File: config.mk
export PLATFORM = sky130hd
export DESIGN_NAME = add8_seq_ctrl
export DESIGN_NICKNAME = d
export VERILOG_FILES = /design/src/rtl/add8_seq_ctrl.sv
export SDC_FILE = /design/constraint.sdc
export NUM_CORES = 1
export LEC_CHECK = 0
export BUFFER_PORTS_ARGS = -buffer_cell sky130_fd_sc_hd__buf_2
export CORE_ASPECT_RATIO = 0.6
export CORE_UTILIZATION = 49
export CTS_CLUSTER_SIZE = 8
export DETAILED_ROUTE_END_ITERATION = 16
export GPL_TIMING_DRIVEN = 0
export PLACE_DENSITY = 0.82
export SLEW_MARGIN = 20
export SYNTH_ARGS = -nofsm -noshare
export SYNTH_HDL_FRONTEND = slang
export SYNTH_SLANG_ARGS = --single-unit
File: constraint.sdc
create_clock -name clk -period 2.15 [get_ports clk]
set_input_delay 0 -clock clk [delete_from_list [all_inputs] [get_ports clk]]
set_output_delay 0 -clock clk [all_outputs]
set_load 0.01 [all_outputs]
File: src/rtl/add8_seq_ctrl.sv
// Operand loader and result capture stage around an external 8-bit adder.
// Accepts A then B(+cin) on a byte stream, waits SETTLE_CYCLES, captures sum/cout/overflow.
module add8_seq_ctrl #(
    parameter int unsigned SETTLE_CYCLES = 1
) (
    input  logic       clk,
    input  logic       rst_n,
    input  logic       clr,
    input  logic [7:0] din,
    input  logic       din_valid,
    output logic       din_ready,
    input  logic       cin_in,
    output logic [7:0] op_a,
    output logic [7:0] op_b,
    output logic       op_cin,
    input  logic [7:0] sum_in,
    input  logic       cout_in,
    output logic [7:0] res_sum,
    output logic       res_cout,
    output logic       res_ovf,
    output logic       res_valid,
    input  logic       res_ready
);

    localparam logic [3:0] CNT_INIT = 4'(SETTLE_CYCLES - 1);

    typedef enum logic [1:0] {
        GET_A  = 2'd0,
        GET_B  = 2'd1,
        SETTLE = 2'd2,
        RESULT = 2'd3
    } state_t;

    state_t     state_q, state_d;
    logic [3:0] cnt_q, cnt_d;
    logic [7:0] op_a_q, op_a_d;
    logic [7:0] op_b_q, op_b_d;
    logic       op_cin_q, op_cin_d;
    logic [7:0] res_sum_q, res_sum_d;
    logic       res_cout_q, res_cout_d;
    logic       res_ovf_q, res_ovf_d;
    logic       res_valid_q, res_valid_d;

    // Two's-complement overflow: like-signed operands producing an opposite-signed sum.
    function automatic logic ovf_f(input logic signed [7:0] a,
                                   input logic signed [7:0] b,
                                   input logic signed [7:0] s);
        return (a[7] == b[7]) && (s[7] != a[7]);
    endfunction

    always_comb begin
        state_d     = state_q;
        cnt_d       = cnt_q;
        op_a_d      = op_a_q;
        op_b_d      = op_b_q;
        op_cin_d    = op_cin_q;
        res_sum_d   = res_sum_q;
        res_cout_d  = res_cout_q;
        res_ovf_d   = res_ovf_q;
        res_valid_d = res_valid_q;
        din_ready   = (state_q == GET_A) || (state_q == GET_B);

        if (clr) begin
            state_d     = GET_A;
            res_valid_d = 1'b0;
        end else begin
            case (state_q)
                GET_A: begin
                    if (din_valid && din_ready) begin
                        op_a_d  = din;
                        state_d = GET_B;
                    end
                end
                GET_B: begin
                    if (din_valid && din_ready) begin
                        op_b_d   = din;
                        op_cin_d = cin_in;
                        cnt_d    = CNT_INIT;
                        state_d  = SETTLE;
                    end
                end
                SETTLE: begin
                    if (cnt_q == 4'd0) begin
                        res_sum_d   = sum_in;
                        res_cout_d  = cout_in;
                        res_ovf_d   = ovf_f(op_a_q, op_b_q, sum_in);
                        res_valid_d = 1'b1;
                        state_d     = RESULT;
                    end else begin
                        cnt_d = cnt_q - 4'd1;
                    end
                end
                RESULT: begin
                    if (res_valid_q && res_ready) begin
                        res_valid_d = 1'b0;
                        state_d     = GET_A;
                    end
                end
                default: state_d = GET_A;
            endcase
        end
    end

    always_ff @(posedge clk or negedge rst_n) begin
        if (!rst_n) begin
            state_q     <= GET_A;
            cnt_q       <= 4'd0;
            op_a_q      <= 8'h00;
            op_b_q      <= 8'h00;
            op_cin_q    <= 1'b0;
            res_sum_q   <= 8'h00;
            res_cout_q  <= 1'b0;
            res_ovf_q   <= 1'b0;
            res_valid_q <= 1'b0;
        end else begin
            state_q     <= state_d;
            cnt_q       <= cnt_d;
            op_a_q      <= op_a_d;
            op_b_q      <= op_b_d;
            op_cin_q    <= op_cin_d;
            res_sum_q   <= res_sum_d;
            res_cout_q  <= res_cout_d;
            res_ovf_q   <= res_ovf_d;
            res_valid_q <= res_valid_d;
        end
    end

    assign op_a      = op_a_q;
    assign op_b      = op_b_q;
    assign op_cin    = op_cin_q;
    assign res_sum   = res_sum_q;
    assign res_cout  = res_cout_q;
    assign res_ovf   = res_ovf_q;
    assign res_valid = res_valid_q;

endmodule

==> results.md, run 1 <==
* CP max stage delay at 0.44 ns
* Drt pass-1 iters at 4
* Initial drt markers at 73
* Total placed cells including tap cells at 210
* Cell Count, Final, Fillers Out at 239
* Initial Utilization at 52.52%
* Total grt overflow at 0
* Top FF cell, synth: dfrtp_1
* Initial antenna violation count at 0
* Synth top area cells: dfrtp_1, mux2_2, ha_1
* Worst setup path category: flip-flop to flip-flop
* Util after Layout at 73.55%
* DR WL/cell at 14.24 um
* Max IR drop VDD at 0.8399 mV
* Synth top area share at 55.33%
* Reg2Reg Launch Point: cnt_q[1]
* Share of post-route cells with drive strength above 1 at 46.70%
* Final Cycle Share at 94.54%
* TritonCTS Buffers at 5
* Slew HR at 51.67%
* Dpl cell area at 0.001841 mm^2
* Final total power at 2.907 mW
* Worst Path Required at 2.31 ns
* Clk pin slew, worst setup/hold paths at 0.07 ns
* Die Y-Extent at 45.40 um
* WP data arrival at 2.19 ns
* Critical path launch point: cnt_q[1]
* RSZ-0062 raised after global routing: no
* Crit start category: flip-flop
* Post-Syn Nets at 147
* Cell Rows at 15
* Outcome: finished, final reports clean
* Setup violators final at 0
* CTS tree: built
* Setup TNS at 0 ns
* Synthesis Warnings at 0
* RePlAce Congestion at 0.8191
* CP max stage cell: a222oi_1
* Async SR Flop Fraction at 100.0%
* First-pass GRT wire length at 5375 um
* Final WL at 3404 um
* Largest net degree at the start of global routing at 35
* Count leader, synth: dfrtp_1
* Chip Width at 74.32 um
* H-tree levels at 2
* I/O pin cnt at 52
* Clock insertion delay at the later pin of the skew report at 0.28 ns
* Die area at 0.003374 mm^2
* Critical Path Sink Type: flip-flop
* Clk buf depth at 2
* Pins Over Slew Limit at 0
* Final #Nets at 225
* Clock skew at 0.006506 ns
* Vias in the first global route at 1,223
* HP Class: primary input to flip-flop
* Worst r2r dst: state_q[0]
* Routed Antenna Nets at 0
* Fillers at 211
* Vias per std cell at 5.054
* Critical Path Fanout Max at 4
* Synth Register Bits at 34
* CP Capture Point: state_q[0]
* Overall routing resource usage at 22.44%
* Root buffer cell: clkbuf_8
* Final min period at 2.033 ns
* Leading area contributor after synthesis: dfrtp_1
* Critical Path, Cell by Cell: inv_1 -> ha_2 -> or3b_4 -> a222oi_1 -> mux2_1
* Top cells by count, synth: dfrtp_1, mux2_2, nand2_1
* Post-Synthesis Cells at 118
* Vias at 1,208
* Mean Syn Cell Area at 13.03 um^2
* Area grow syn2layout at 40.03%
* Seq/Total Area, Yosys at 55.33%
* Port Buffers at 50
* Worst slew pin tran at 0.7249 ns
* R2R cell count at 5
* Max Cap Violations at 0
* Register-to-Register Setup Slack at 0.12 ns
* Leak pwr at 1.021 nW
* Fmax at 492.0 MHz
* Yosys cell types at 28
* Dpl hpwl at 2297 um
* DRC Markers at 0
* PwrDens at 1350 mW/mm^2
* Hold Fails Final Rpt at 0
* Clock Sinks at 34
* Post-Syn Area at 0.001538 mm^2
* Inserted Diodes at 0
* Post-synth EDFFs at 0
* Area of the core at 0.002928 mm^2
* Fin area at 0.002153 mm^2
## layout by cell type, fill, tap and decap left out, drive strengths merged
master | synthesis | final
or2 | 1 | 1
a311oi | 1 | 1
nor4b | 1 | 1
inv | 6 | 6
or3b | 1 | 1
dlygate4sd3 | 0 | 20
o21ai | 2 | 2
nand3b | 1 | 1
nor2 | 4 | 4
a31oi | 2 | 2
a222oi | 1 | 1
nor3b | 1 | 1
nand3 | 5 | 5
nand2b | 2 | 2
buf | 0 | 52
a21oi | 1 | 1
nor4 | 1 | 1
mux2i | 2 | 2
nor3 | 1 | 1
clkinv | 0 | 1
o22ai | 1 | 1
clkbuf | 2 | 8
and3 | 1 | 1
nand4bb | 2 | 2
mux2 | 29 | 29
dfrtp | 34 | 34
ha | 6 | 6
nand2 | 7 | 7
o211ai | 3 | 3
## how the worst min path moves through the flow
stage,startpoint,to,slack (ns),depth (start not counted)
floorplan,rst_n,cnt_q[0],-0.30,0
global placement,rst_n,cnt_q[0],0.09,1
detailed placement,rst_n,cnt_q[1],0.10,1
CTS,clr,res_valid,0.17,2
global route,din_valid,cnt_q[2],0.22,4
finish,clr,res_valid,0.18,2
## logic make-up after synthesis
family,synth area share (%)
DFF,55.33
muxes,22.54
and+or+nand+nor,10.42
AOI/OAI and AO/OA,4.882
buffers and inverters,1.953
adders and majority gates,4.882
## critical path: cells and delay by family, from the launching register on
kind,cells,cell delay [ns]
adder cells (fa/ha/maj),1,0.20
multiplexers,1,0.36
flip-flops,1,0.42
AO/OA/AOI/OAI,1,0.44
buffers and inverters,1,0.10
AND/OR/NAND/NOR,1,0.39
## where the power goes
part	switching, mW	internal [mW]	total [mW]
sequential	0.202	0.949	1.15
clock	0.218	0.258	0.476
combinational	0.606	0.673	1.28
## registers in the layout, indices dropped and copies added (netlist names)
register,flops
cnt_q,4
op_a,8
op_b,8
op_cin,1
res_cout,1
res_ovf,1
res_sum,8
res_valid,1
state_q,2
## what timing repair did
| item | in CTS | in global routing |
|---|---|---|
| pin swaps | 1 | 1 |
| buffers inserted | 1 | 1 |
| gates resized for setup | 1 | 3 |
| setup endpoints to repair | 11 | 12 |
| hold endpoints to repair | 61 | 0 |
| hold buffers | 20 | 0 |
## metrics by stage
stage / hold WS (ns) / setup slack, ns
floorplan: -0.2956 / 0.1924
global placement: 0.08818 / 0.03581
detailed placement: 0.1028 / -0.04806
CTS: 0.1713 / 0.03452
global route: 0.2207 / 0.02118
finish: 0.1790 / 0.1174
## cell type report
class	count	area (um^2)	area share [%]
Sequential cell	34	850.8	39.51
Multi-Input combinational cell	76	666.9	30.97
Timing Repair Buffer	72	465.4	21.62
Clock buffer	7	86.33	4.009
Tap cell	42	52.55	2.440
Inverter	6	22.52	1.046
Clock inverter	1	5.005	0.2324
Buffer	1	3.754	0.1743
## layer usage
metal,track usage [%],part of all wire (%),vias up
met3,7.301,4.7,5
met2,38.55,47,37
met4,9.057,1.0,0
met5,0,0,-
met1,26.65,47,584
li1,-,-,582
(Power assumes the default switching activity.)
==> inputs of run 2 (changes only) <==
- CORE_UTILIZATION: 49 -> 53
- PLACE_DENSITY: 0.82 -> 0.88
- clock period: 2.15 -> 2.42 ns (I/O delays scaled with it)
==> run 2 against run 1 <==
Hold slack worse by 0.042 ns. Critical path depth is 1 higher. Register-to-register slack better by 0.03 ns. Sequential cell count stayed put. Sequential power is 11% lower. Sequential share of layout area is 0.92 points higher. Count of clock-buffer cells in the layout stayed put. Clock power is 21% lower. Critical endpoint is now res_sum[1].
==> results.md, run 2 (synthesis gave the netlist of run 1 again) <==
* Chip Width at 71.54 um (-3.7%)
* I/O pin cnt at 52 (unchanged)
* Vias at 1,258 (+4.1%)
* Cell Rows at 14 (-1)
* Fmax at 439.7 MHz (-11%)
* Die area at 0.003128 mm^2 (-7.3%)
* Dpl cell area at 0.001828 mm^2 (-0.68%)
* Routed Antenna Nets at 0 (unchanged)
* RSZ-0062 raised after global routing: no
* CP max stage delay at 0.43 ns (about the same)
* Drt pass-1 iters at 4 (unchanged)
* Resized cells post-CTS at 0 (-1)
* Port Buffers at 50 (unchanged)
* Leak pwr at 1.004 nW (-1.7%)
* Final WL at 3595 um (+5.6%)
* Clock insertion delay at the later pin of the skew report at 0.28 ns (about the same)
* RePlAce Congestion at 0.8788 (+7.3%)
* Share of post-route cells with drive strength above 1 at 43.59% (-3.1 points)
* Worst Path Required at 2.58 ns (+0.27 ns)
* Root buffer cell: clkbuf_8
* Initial antenna violation count at 0 (unchanged)
* Crit start category: flip-flop
* CP max stage cell: nor2_2
* Worst slew pin tran at 0.7330 ns (+0.008049 ns)
* Most frequent cells in the layout: buf_2, dfrtp_1, mux2_2, dlygate4sd3_1, nand2_1
* Worst setup path category: flip-flop to flip-flop
* Final min period at 2.275 ns (+0.2420 ns)
* Inserted Diodes at 0 (unchanged)
* Critical Path Fanout Max at 10 (+6)
* Clk pin slew, worst setup/hold paths at 0.06 ns (about the same)
* Total grt overflow at 0 (unchanged)
* Pins Over Slew Limit at 0 (unchanged)
* Vias per std cell at 5.542 (+9.6%)
* Hold buffer count at CTS at 20 (unchanged)
* Area of the core at 0.002628 mm^2 (-10%)
* Buffer and inverter count on the worst path at 2 (+1)
* Die Y-Extent at 43.73 um (-3.7%)
* Vias in the first global route at 1,300 (+6.3%)
* Fin area at 0.002105 mm^2 (-2.3%)
* Clk buf depth at 2 (unchanged)
* Dpl hpwl at 2280 um (-0.75%)
* Slew HR at 51.14% (-0.54 points)
* First-pass GRT wire length at 5961 um (+11%)
* Setup violators final at 0 (unchanged)
* Outcome: finished, final reports clean
* HP Class: primary input to flip-flop
* H-tree levels at 2 (unchanged)
* Initial drt markers at 50 (-32%)
* PwrDens at 1200 mW/mm^2 (-11%)
* Critical Path Sink Type: flip-flop
* CP top delay family: simple AND/OR/NAND/NOR gates
* Clock Sinks at 34 (unchanged)
* Max IR drop VDD at 0.7121 mV (-15%)
* Final #Nets at 224 (-0.44%)
* DR WL/cell at 15.84 um (+11%)
* Overall routing resource usage at 26.28% (+3.8 points)
* Area grow syn2layout at 36.86%
* Setup TNS at 0 ns (unchanged)
* Final Cycle Share at 93.99% (-0.55 points)
* Most common cell after layout, fill and taps aside: buf_2
* Critical Path, Cell by Cell: inv_1 -> ha_1 -> clkbuf_1 -> nand4bb_1 -> nor2_2 -> mux2_2
* TritonCTS Buffers at 5 (unchanged)
* WP data arrival at 2.44 ns (+0.25 ns)
* Post-CTS setup buffer count at 0 (-1)
* Initial Utilization at 58.52% (+6.0 points)
* Clock skew at 0.003091 ns (-0.003415 ns)
* Hold Fails Final Rpt at 0 (unchanged)
* DRC Markers at 0 (unchanged)
* CTS tree: built
* Max Cap Violations at 0 (unchanged)
* Largest net degree at the start of global routing at 35 (unchanged)
## run 2: where the power goes
group	switching, mW	internal, mW	total [mW]	leakage (nW)
combinational	0.565	0.565	1.13	0.548
clock	0.178	0.198	0.376	0.0383
sequential	0.178	0.843	1.02	0.418
## run 2: area by class of cell
type / count / area (um^2)
repair buffers: 70 / 450.4
inverters: 6 / 22.52
clock buffers: 7 / 76.32
fillers: 144 / 523.0
well taps: 32 / 40.04
flip-flops and latches: 34 / 850.8
multi-input cells: 76 / 656.9
plain buffers: 2 / 7.507
## run 2: worst reg2reg max path, delay by kind of cell, from the launching register on
kind | cells | cell delay, ns
muxes | 1 | 0.40
buffers and inverters | 2 | 0.50
DFF | 1 | 0.42
adders and majority gates | 1 | 0.16
and+or+nand+nor | 2 | 0.69
## run 2: final timing paths
| path | start | depth (start not counted) | endpoint | slack, ns |
|---|---|---|---|---|
| worst max-delay path | state_q[0] | 6 | res_sum[1] | 0.15 |
| worst min-delay path | clr | 2 | res_valid | 0.14 |
| worst max register to register | state_q[0] | 6 | res_sum[1] | 0.15 |
| worst min register to register | res_sum[3] | 1 | res_sum[3] | 0.50 |
| max in group asynchronous | rst_n | 2 | res_sum[6] | 1.64 |
| min in group asynchronous | rst_n | 2 | state_q[0] | 0.32 |
## run 2: through the flow
step	util, %	power [mW]	worst slack (ns)	instances	hold slack, ns
6_report	80.10	2.526	0.1455	227	0.1372
5_1_grt	80.10	2.686	0.02799	227	0.2157
4_1_cts	80.10	2.503	0.1635	227	0.1195
3_5_place_dp	69.57	2.097	0.1808	200	0.1098
3_3_place_gp	69.57	2.019	0.3161	200	0.08072
2_1_floorplan	-	1.683	0.4624	118	-0.2956
## run 2: layer usage
metal  track usage [%]  vias up  wire length, um
met5                 0        -                0
met4             10.20        0               69
met1             28.06      610             1389
met3             7.674       10              227
met2             50.29       55             1909
li1                  -      583                -
